--- config.mk ---
export PLATFORM = sky130hd
export DESIGN_NAME = seg_scan_driver
export DESIGN_NICKNAME = d
export VERILOG_FILES = /design/src/rtl/seg_scan_driver_pkg.sv /design/src/rtl/seg_scan_driver_hex_to_seg.sv /design/src/rtl/seg_scan_driver.sv
export SDC_FILE = /design/constraint.sdc
export NUM_CORES = 1
export LEC_CHECK = 0
export BUFFER_PORTS_ARGS = -buffer_cell sky130_fd_sc_hd__buf_2
export CORE_UTILIZATION = 45
export DETAILED_ROUTE_END_ITERATION = 12
export PLACE_DENSITY_LB_ADDON = 0.12
export SLEW_MARGIN = 20
export SYNTH_ARGS = -nofsm -noshare
export SYNTH_HDL_FRONTEND = slang
export SYNTH_SLANG_ARGS = --single-unit
--- constraint.sdc ---
create_clock -name clk -period 2.26 [get_ports clk]
set_clock_uncertainty 0.1 [all_clocks]
set_input_delay 0.565 -clock clk [delete_from_list [all_inputs] [get_ports clk]]
set_output_delay 0.565 -clock clk [all_outputs]
set_load 0.01 [all_outputs]
--- src/rtl/seg_scan_driver_pkg.sv ---
// Shared constants for the seven-segment scan driver: blanking values,
// digit count and the active-low hex segment table.
package seg_scan_driver_pkg;
  localparam int NUM_DIGITS = 4;
  localparam int DIGIT_W    = $clog2(NUM_DIGITS);

  localparam logic [6:0] SEG_BLANK = 7'h7F;
  localparam logic [3:0] EN_OFF    = 4'hF;

  // Active-low {g,f,e,d,c,b,a}; entry n (LSB first) is the glyph for hex digit n.
  localparam logic [15:0][6:0] SEG_TABLE = {
    7'h0E, 7'h06, 7'h21, 7'h46,   // F E d C
    7'h03, 7'h08, 7'h10, 7'h00,   // b A 9 8
    7'h78, 7'h02, 7'h12, 7'h19,   // 7 6 5 4
    7'h30, 7'h24, 7'h79, 7'h40    // 3 2 1 0
  };
endpackage

--- src/rtl/seg_scan_driver_hex_to_seg.sv ---
// Nibble to active-low seven-segment pattern, purely combinational.
module hex_to_seg
  import seg_scan_driver_pkg::*;
(
  input  logic [3:0] nib,
  output logic [6:0] seg
);
  assign seg = SEG_TABLE[nib];
endmodule

--- src/rtl/seg_scan_driver.sv ---
// Time-multiplexed 4-digit seven-segment driver. The displayed word is
// snapshotted once per frame so digits never tear mid-scan, and every digit
// slot opens with a short all-off gap to suppress ghosting.
module seg_scan_driver
  import seg_scan_driver_pkg::*;
#(
  parameter int DIV_BITS     = 16,
  parameter int BLANK_CYCLES = 64,
  parameter bit LZ_BLANK     = 1'b0
) (
  input  logic        clk,
  input  logic        reset,
  input  logic [15:0] value,
  output logic [3:0]  en,
  output logic [6:0]  y,
  output logic        frame_done
);
  localparam logic [DIV_BITS-1:0] CNT_MAX   = '1;
  localparam logic [DIV_BITS-1:0] BLANK_CNT = DIV_BITS'(BLANK_CYCLES);
  localparam logic [DIGIT_W-1:0]  LAST_DIG  = DIGIT_W'(NUM_DIGITS - 1);

  logic [DIV_BITS-1:0] cnt;
  logic [DIGIT_W-1:0]  digit;
  logic [15:0]         shadow;
  logic [6:0]          seg_pat;
  logic                slot_end;
  logic                lz_off;
  logic                blank;

  assign slot_end = (cnt == CNT_MAX);

  hex_to_seg u_hex (
    .nib (shadow[{digit, 2'b00} +: 4]),
    .seg (seg_pat)
  );

  // A leading digit is dark when it and everything above it are zero; digit 0 always shows.
  assign lz_off = LZ_BLANK && (digit != '0) && ((shadow >> {digit, 2'b00}) == 16'h0000);
  assign blank  = (cnt < BLANK_CNT) || lz_off;

  // Prescaler, digit index and frame snapshot; the word is captured on the 3 -> 0 wrap edge.
  always_ff @(posedge clk or posedge reset) begin
    if (reset) begin
      cnt    <= '0;
      digit  <= '0;
      shadow <= 16'h0000;
    end else begin
      cnt <= cnt + 1'b1;
      if (slot_end) begin
        digit <= digit + 1'b1;
        if (digit == LAST_DIG) shadow <= value;
      end
    end
  end

  // Registered outputs, one clk behind the scan state so en and y switch together.
  always_ff @(posedge clk or posedge reset) begin
    if (reset) begin
      en         <= EN_OFF;
      y          <= SEG_BLANK;
      frame_done <= 1'b0;
    end else begin
      frame_done <= slot_end && (digit == LAST_DIG);
      if (blank) begin
        en <= EN_OFF;
        y  <= SEG_BLANK;
      end else begin
        en <= ~(4'b0001 << digit);
        y  <= seg_pat;
      end
    end
  end
endmodule

==> results of run 1 <==
==> worst max-delay path, cell delays in order, from the launching register on <==
cell	delay, ns
dfrtp_1	0.45
buf_4	0.19
mux4_2	0.67
mux2_2	0.33
mux2i_1	0.13
nand2_1	0.06
==> metal layers <==
| layer | vias up | share of wire | GRT usage | wire (um) |
|---|---|---|---|---|
| met2 | 30 | 0.44 | 0.2295 | 1594 |
| met1 | 635 | 0.51 | 0.2310 | 1854 |
| met5 | - | 0 | 0 | 0 |
| met4 | 0 | 0.015 | 0.05882 | 55 |
| li1 | 645 | - | - | - |
| met3 | 6 | 0.040 | 0.04306 | 145 |
==> where the power goes <==
part	switching [mW]	total, mW	leakage, nW	internal, mW
Sequential	0.00880	0.847	0.553	0.838
Combinational	0.0478	0.0957	0.544	0.0479
Clock	0.274	0.745	0.0714	0.471
Total	0.330	1.69	1.17	1.36
==> state kept, by name, summed over array words and instances, names as in the netlist <==
name	flops
cnt	16
digit	2
en	4
frame_done	1
shadow	16
y	7
==> stage by stage <==
step | cells | hold WS (ns) | power (mW) | area (sq um) | util
2_1_floorplan | 167 | 0.3413 | 0.9291 | 2217 | -
3_3_place_gp | 260 | 0.3589 | 0.9550 | 2412 | 0.5107
3_5_place_dp | 260 | 0.3670 | 0.9587 | 2412 | 0.5107
4_1_cts | 268 | 0.3132 | 1.712 | 2555 | 0.5409
5_1_grt | 268 | 0.3615 | 1.750 | 2551 | 0.5401
6_report | 268 | 0.2998 | 1.688 | 2551 | 0.5401
==> layout by cell type (no fill, tap or decap), types with 2 or more instances in the layout <==
| master | instances |
|---|---|
| dfrtp_1 | 35 |
| buf_2 | 29 |
| nand3_1 | 12 |
| inv_1 | 11 |
| mux2_4 | 11 |
| nand2_1 | 11 |
| xnor2_1 | 11 |
| ha_1 | 11 |
| dfstp_2 | 11 |
| mux2_2 | 9 |
| clkbuf_8 | 6 |
| nor2_1 | 5 |
| nor3_1 | 4 |
| xor2_1 | 4 |
| mux4_2 | 4 |
| nand4_1 | 3 |
| and3_1 | 3 |
| mux2i_1 | 3 |
| nor4_1 | 2 |
| o211ai_1 | 2 |
| bufinv_16 | 2 |
| buf_4 | 2 |
==> layout make-up <==
| cell class | instances | share of cell area |
|---|---|---|
| clock inverter | 2 | 0.02354 |
| multi-input combinational | 105 | 0.3757 |
| clock buffer | 6 | 0.03237 |
| timing repair buffer | 31 | 0.06278 |
| sequential | 46 | 0.4566 |
| inverter | 11 | 0.01618 |
| tap | 67 | 0.03286 |
==> logic make-up (layout without fill, tap and decap cells) <==
group                    count (synthesis)  in the layout
XOR/XNOR                                15             15
flip-flops                              46             46
buffers and inverters                   16             50
adder cells (fa/ha/maj)                 11             11
AO/OA/AOI/OAI                            7              7
AND/OR/NAND/NOR                         45             45
multiplexers                            27             27
==> worst min-delay path by stage <==
stage	to	start	slack (ns)
global route	cnt[4]	reset	0.36
finish	cnt[4]	reset	0.30
detailed placement	cnt[5]	cnt[5]	0.37
global placement	cnt[0]	cnt[0]	0.36
floorplan	cnt[5]	cnt[5]	0.34
CTS	cnt[4]	reset	0.31
==> timing repair <==
action,CTS,global route
hold buffers,0,0
gates resized for setup,0,1
endpoints found under the setup margin,0,1
==> summary.md, run 1 <==
| Metric | Value |
|---|---|
| Run status | finished, final reports clean |
| Post-CTS setup buffers | 0 |
| Post-DP HPWL | 2.635 mm |
| Routability Congestion | 0.8077 |
| Buffers on Ports | 29 |
| Drt pass-1 iters | 4 |
| Depth of the worst register-to-register path | 5 |
| FMAX | 0.4989 GHz |
| Wire per inst | 13.62 um |
| Tcrit/Tclk final | 0.8869 |
| Syn Area/Cell | 13.28 sq um |
| Most area-consuming cells after synthesis | dfrtp_1 40%, dfstp_2 13%, mux2_4 7.4%, ha_1 6.2%, mux2_2 4.6% |
| Peak VDD IR | 430.5 uV |
| RSZ-0062 raised after global routing | no |
| Area growth syn-to-layout | 15.07% |
| Antenna violations before repair | 0 |
| Setup crit end kind | flop |
| Synth top area share | 0.3950 |
| Hold WC Path Type | input pin to asynchronous set/reset pin |
| Ant diodes | 0 |
| Worst setup endpoint | y[3] |
| Clock-pin slew on the worst setup and hold paths | 0.09 ns |
| Share of cells above drive strength 1 | 0.3881 |
| Largest net degree at the start of global routing | 47 |
| Post-route setup TNS | 0 ns |
| CTS H-tree depth | 2 |
| Area occupied by multi-input gates | 958.4 sq um |
| Setup violators final | 0 |
| DP Worst Slack | 0.1884 ns |
| P_leak | 1.168 nW |
| Final net count | 229 |
| Worst skew pair latency | 0.30 ns |
| Setup crit start | digit[0] |
| R2R Path End | y[3] |
| Total of max-cap violations | 0 |
| Root Buffer | clkbuf_8 |
| Storage cell area | 0.001165 sq mm |
| Sink Count | 46 |
| Fin. Hold Viols | 0 |
| Mux contribution to synthesized area | 0.1761 |
| Syn_nets | 196 |
| Seq/Total Area, Yosys | 0.5254 |
| Worst reg2reg path startpoint | digit[0] |
| Simple-gate share of the synthesized area | 0.1146 |
| Reg-to-reg slack, setup | 0.26 ns |
| First-pass GRT wire length | 6.299 mm |
| CTS tree | done |
| Iteration-0 DRC count of the detailed router | 66 |
| Fill count | 412 |
| Antenna viol nets, final | 0 |
| List of most frequent post-synthesis cells | 35 x dfrtp_1, 12 x nand3_1 |
| Cell Pwr Density | 661.6 mW/mm^2 |
| GR Overflow Total | 0 |
| Synth Area in XOR/XNOR | 0.05926 |
| Slew margin rel. | 0.6230 |
| Worst EP required | 2.37 ns |
| Critical Path AT | 2.12 ns |
| Vias in the first global route | 1317 |
| Number of flops mapped to enable cells by yosys | 0 |
| Slew at the pin closest to its max-slew limit | 0.5655 ns |
| Unique cell type count in the Yosys netlist | 31 |
| Worst setup margin | 0.2557 ns |
| Synth Flop Type | dfrtp_1 |
| Synth Area in Compound Gates | 0.02201 |
| Main combinational cell family by area after synthesis | multiplexers |
| Drt via density | 4.910 |
| Overall routing resource usage | 0.1591 |
| Critical path type | flop to flop |
| Worst-path maximum fanout | 13 |
| Ys Warns | 0 |
| Die width | 72.19 um |
| DRC | 0 |
| Maximum root-to-sink buffer count | 2 |
| Starting Density | 0.4694 |
| Largest area contributor in the netlist | dfrtp_1 |
| Max-slew violation count | 0 |
| Via Count | 1316 |
| Mapped Cells | 167 |
| Synth Area in Adders | 0.06208 |
| Cell row count | 25 |
| Die Ht | 72.19 um |
| Minimum clock period | 2.004 ns |
| TritonCTS Buffers | 5 |
| Most common cell in the netlist | dfrtp_1 |
| Critical Path Source Type | flop |
| DRT Wirelength | 3.649 mm |
| Die Area | 0.005211 sq mm |
| Syn Std Cell Area | 0.002217 sq mm |
| Total core area | 0.004723 sq mm |
| Post-synth ARST share | 1.000 |
| Register bit total from synthesis | 46 |
| # IOs | 30 |
Power figures use the tool's default switching activity.
==> run 2, diff against run 1 <==
--- a/config.mk
+++ b/config.mk
@@ -6,7 +6,7 @@
 export NUM_CORES = 1
 export LEC_CHECK = 0
 export BUFFER_PORTS_ARGS = -buffer_cell sky130_fd_sc_hd__buf_2
-export CORE_UTILIZATION = 45
+export CORE_UTILIZATION = 57
 export DETAILED_ROUTE_END_ITERATION = 12
 export PLACE_DENSITY_LB_ADDON = 0.12
 export SLEW_MARGIN = 20
==> run 2 against run 1 <==
- clock power down 31%
- via count up 0.61%
- sequential power about the same
- highest routed layer unchanged
- combinational power down 0.6%
- first-iteration DRC count down 39%
- final area down 2.5%
- die area down 21%
- routed wire length down 1.9%
- sequential cell count unchanged
==> summary.md, run 2 (synthesis results as in run 1) <==
| Metric | Value |
|---|---|
| Setup crit start | digit[0] |
| DRC | 0 |
| Largest net degree at the start of global routing | 47 |
| Iteration-0 DRC count of the detailed router | 40 |
| Total Power | 1.453 mW |
| Post-route setup TNS | 0 ns |
| Overall routing resource usage | 0.2041 |
| DP Worst Slack | 0.2357 ns |
| Storage cell area | 0.001165 sq mm |
| Die width | 64.37 um |
| Depth of the worst register-to-register path | 5 |
| P_leak | 1.154 nW |
| Worst reg2reg path startpoint | digit[0] |
| Critical Path AT | 2.18 ns |
| Share of cells above drive strength 1 | 0.3812 |
| Ant diodes | 0 |
| Worst EP required | 2.37 ns |
| Post-DP HPWL | 2.698 mm |
| Worst setup margin | 0.1952 ns |
| Peak VDD IR | 470.9 uV |
| Fin. Hold Viols | 0 |
| Fill count | 283 |
| Antenna violations before repair | 0 |
| Cell row count | 22 |
| Setup crit end kind | flop |
| Total core area | 0.003689 sq mm |
| Switching Power | 0.3202 mW |
| Die Ht | 64.37 um |
| Maximum root-to-sink buffer count | 2 |
| Delay-heaviest family, CP | multiplexers |
| # IOs | 30 |
| Final net count | 230 |
| Run status | finished, final reports clean |
| GR Overflow Total | 0 |
| Minimum clock period | 2.065 ns |
| Commonest non-fill, non-tap cells in the layout | 35 x dfrtp_1, 29 x buf_2, 12 x nand3_1 |
| Internal power | 1.133 mW |
| Clock-pin slew on the worst setup and hold paths | 0.08 ns |
| Wire per inst | 14.31 um |
| Drt pass-1 iters | 4 |
| Regs by FF count | cnt x16, shadow x16, y x7 |
| TritonCTS Buffers | 5 |
| Antenna viol nets, final | 0 |
| Placed cells | 242 |
| CTS tree | done |
| Sink Count | 46 |
| Tcrit/Tclk final | 0.9136 |
| Setup violators final | 0 |
| Slowest stage delay, CP | 0.68 ns |
| First-pass GRT wire length | 6.279 mm |
| RSZ-0062 raised after global routing | no |
| Routability Congestion | 0.7691 |
| Post-Layout Cell Count | 250 |
| Worst Path Buf+Inv | 0 |
| Crit path cell chain | mux4_1 > ha_1 > mux2_2 > mux2i_1 > nand2_1 |
| Critical Path Stages | 5 |
| Vias in the first global route | 1361 |
| Post-cts resize count | 0 |
| Commonest non-fill, non-tap cell in the layout | dfrtp_1 |
| Worst-path maximum fanout | 6 |
| Max-slew violation count | 0 |
| Switch share | 0.2204 |
| Buffers on Ports | 29 |
| Critical path type | flop to flop |
| CP max-delay cell | mux4_1 |
| Starting Density | 0.6011 |
| Die Area | 0.004143 sq mm |
| Hold WC Path Type | input pin to asynchronous set/reset pin |
| Total of max-cap violations | 0 |
| Worst skew pair latency | 0.30 ns |
| Root Buffer | clkbuf_8 |
| DRT Wirelength | 3.578 mm |
| Drt via density | 5.296 |
| Critical Path Source Type | flop |
| CTS H-tree depth | 2 |
| Sequential Power Share | 0.583 |
| Area growth syn-to-layout | 12.19% |
| Area occupied by multi-input gates | 962.2 sq um |
| Via Count | 1324 |
| Clock share of power | 0.352 |
| Comb power frac | 0.065 |
| Hold buffers post-CTS | 0 |
| Cell Pwr Density | 584.0 mW/mm^2 |
| Slew margin rel. | 0.6336 |
| Post-CTS setup buffers | 0 |
| Slew at the pin closest to its max-slew limit | 0.5495 ns |
| FMAX | 0.4843 GHz |
## run 2: stage by stage
step | utilization | hold slack (ns) | instance area (sq um)
CTS | 0.6744 | 0.3086 | 2487
finish | 0.6744 | 0.2821 | 2487
detailed placement | 0.6496 | 0.3673 | 2396
global route | 0.6744 | 0.3425 | 2487
floorplan | - | 0.3413 | 2217
global placement | 0.6496 | 0.3559 | 2396
## run 2: tightest hold or removal path, stage by stage
cell   delay (ns)
buf_2        0.09
inv_1        0.04
buf_4        0.45
## run 2: area by class of cell
class                   instances  area share
multi-input cells             105      0.3868
well taps                      48     0.02414
inverters                      11     0.01660
clock inverters                 1    0.002012
clock buffers                   7     0.03471
flip-flops and latches         46      0.4683
repair buffers                 32     0.06740
## run 2: metal layers
layer | up-vias | global-route usage | share of wire
li1 | 641 | - | -
met1 | 641 | 0.2695 | 0.46
met2 | 35 | 0.3184 | 0.47
met3 | 7 | 0.03929 | 0.038
met4 | 0 | 0.1083 | 0.025
met5 | - | 0 | 0
## run 2: power groups by stage
stage / Clock (mW) / Sequential (mW) / Combinational, mW
finish: 0.511 / 0.847 / 0.0951
global route: 0.545 / 0.849 / 0.106
CTS: 0.525 / 0.847 / 0.0964
detailed placement: 0 / 0.863 / 0.0962
global placement: 0 / 0.861 / 0.0913
floorplan: 0 / 0.858 / 0.0711
## run 2: path summary, 6_finish.rpt
path / endpoint / slack (ns)
max: y[3] / 0.20
max reg2reg: y[3] / 0.20
min in group clk: cnt[0] / 0.37
min: cnt[0] / 0.28
min reg2reg: cnt[0] / 0.37
max in group asynchronous: y[6] / 1.38
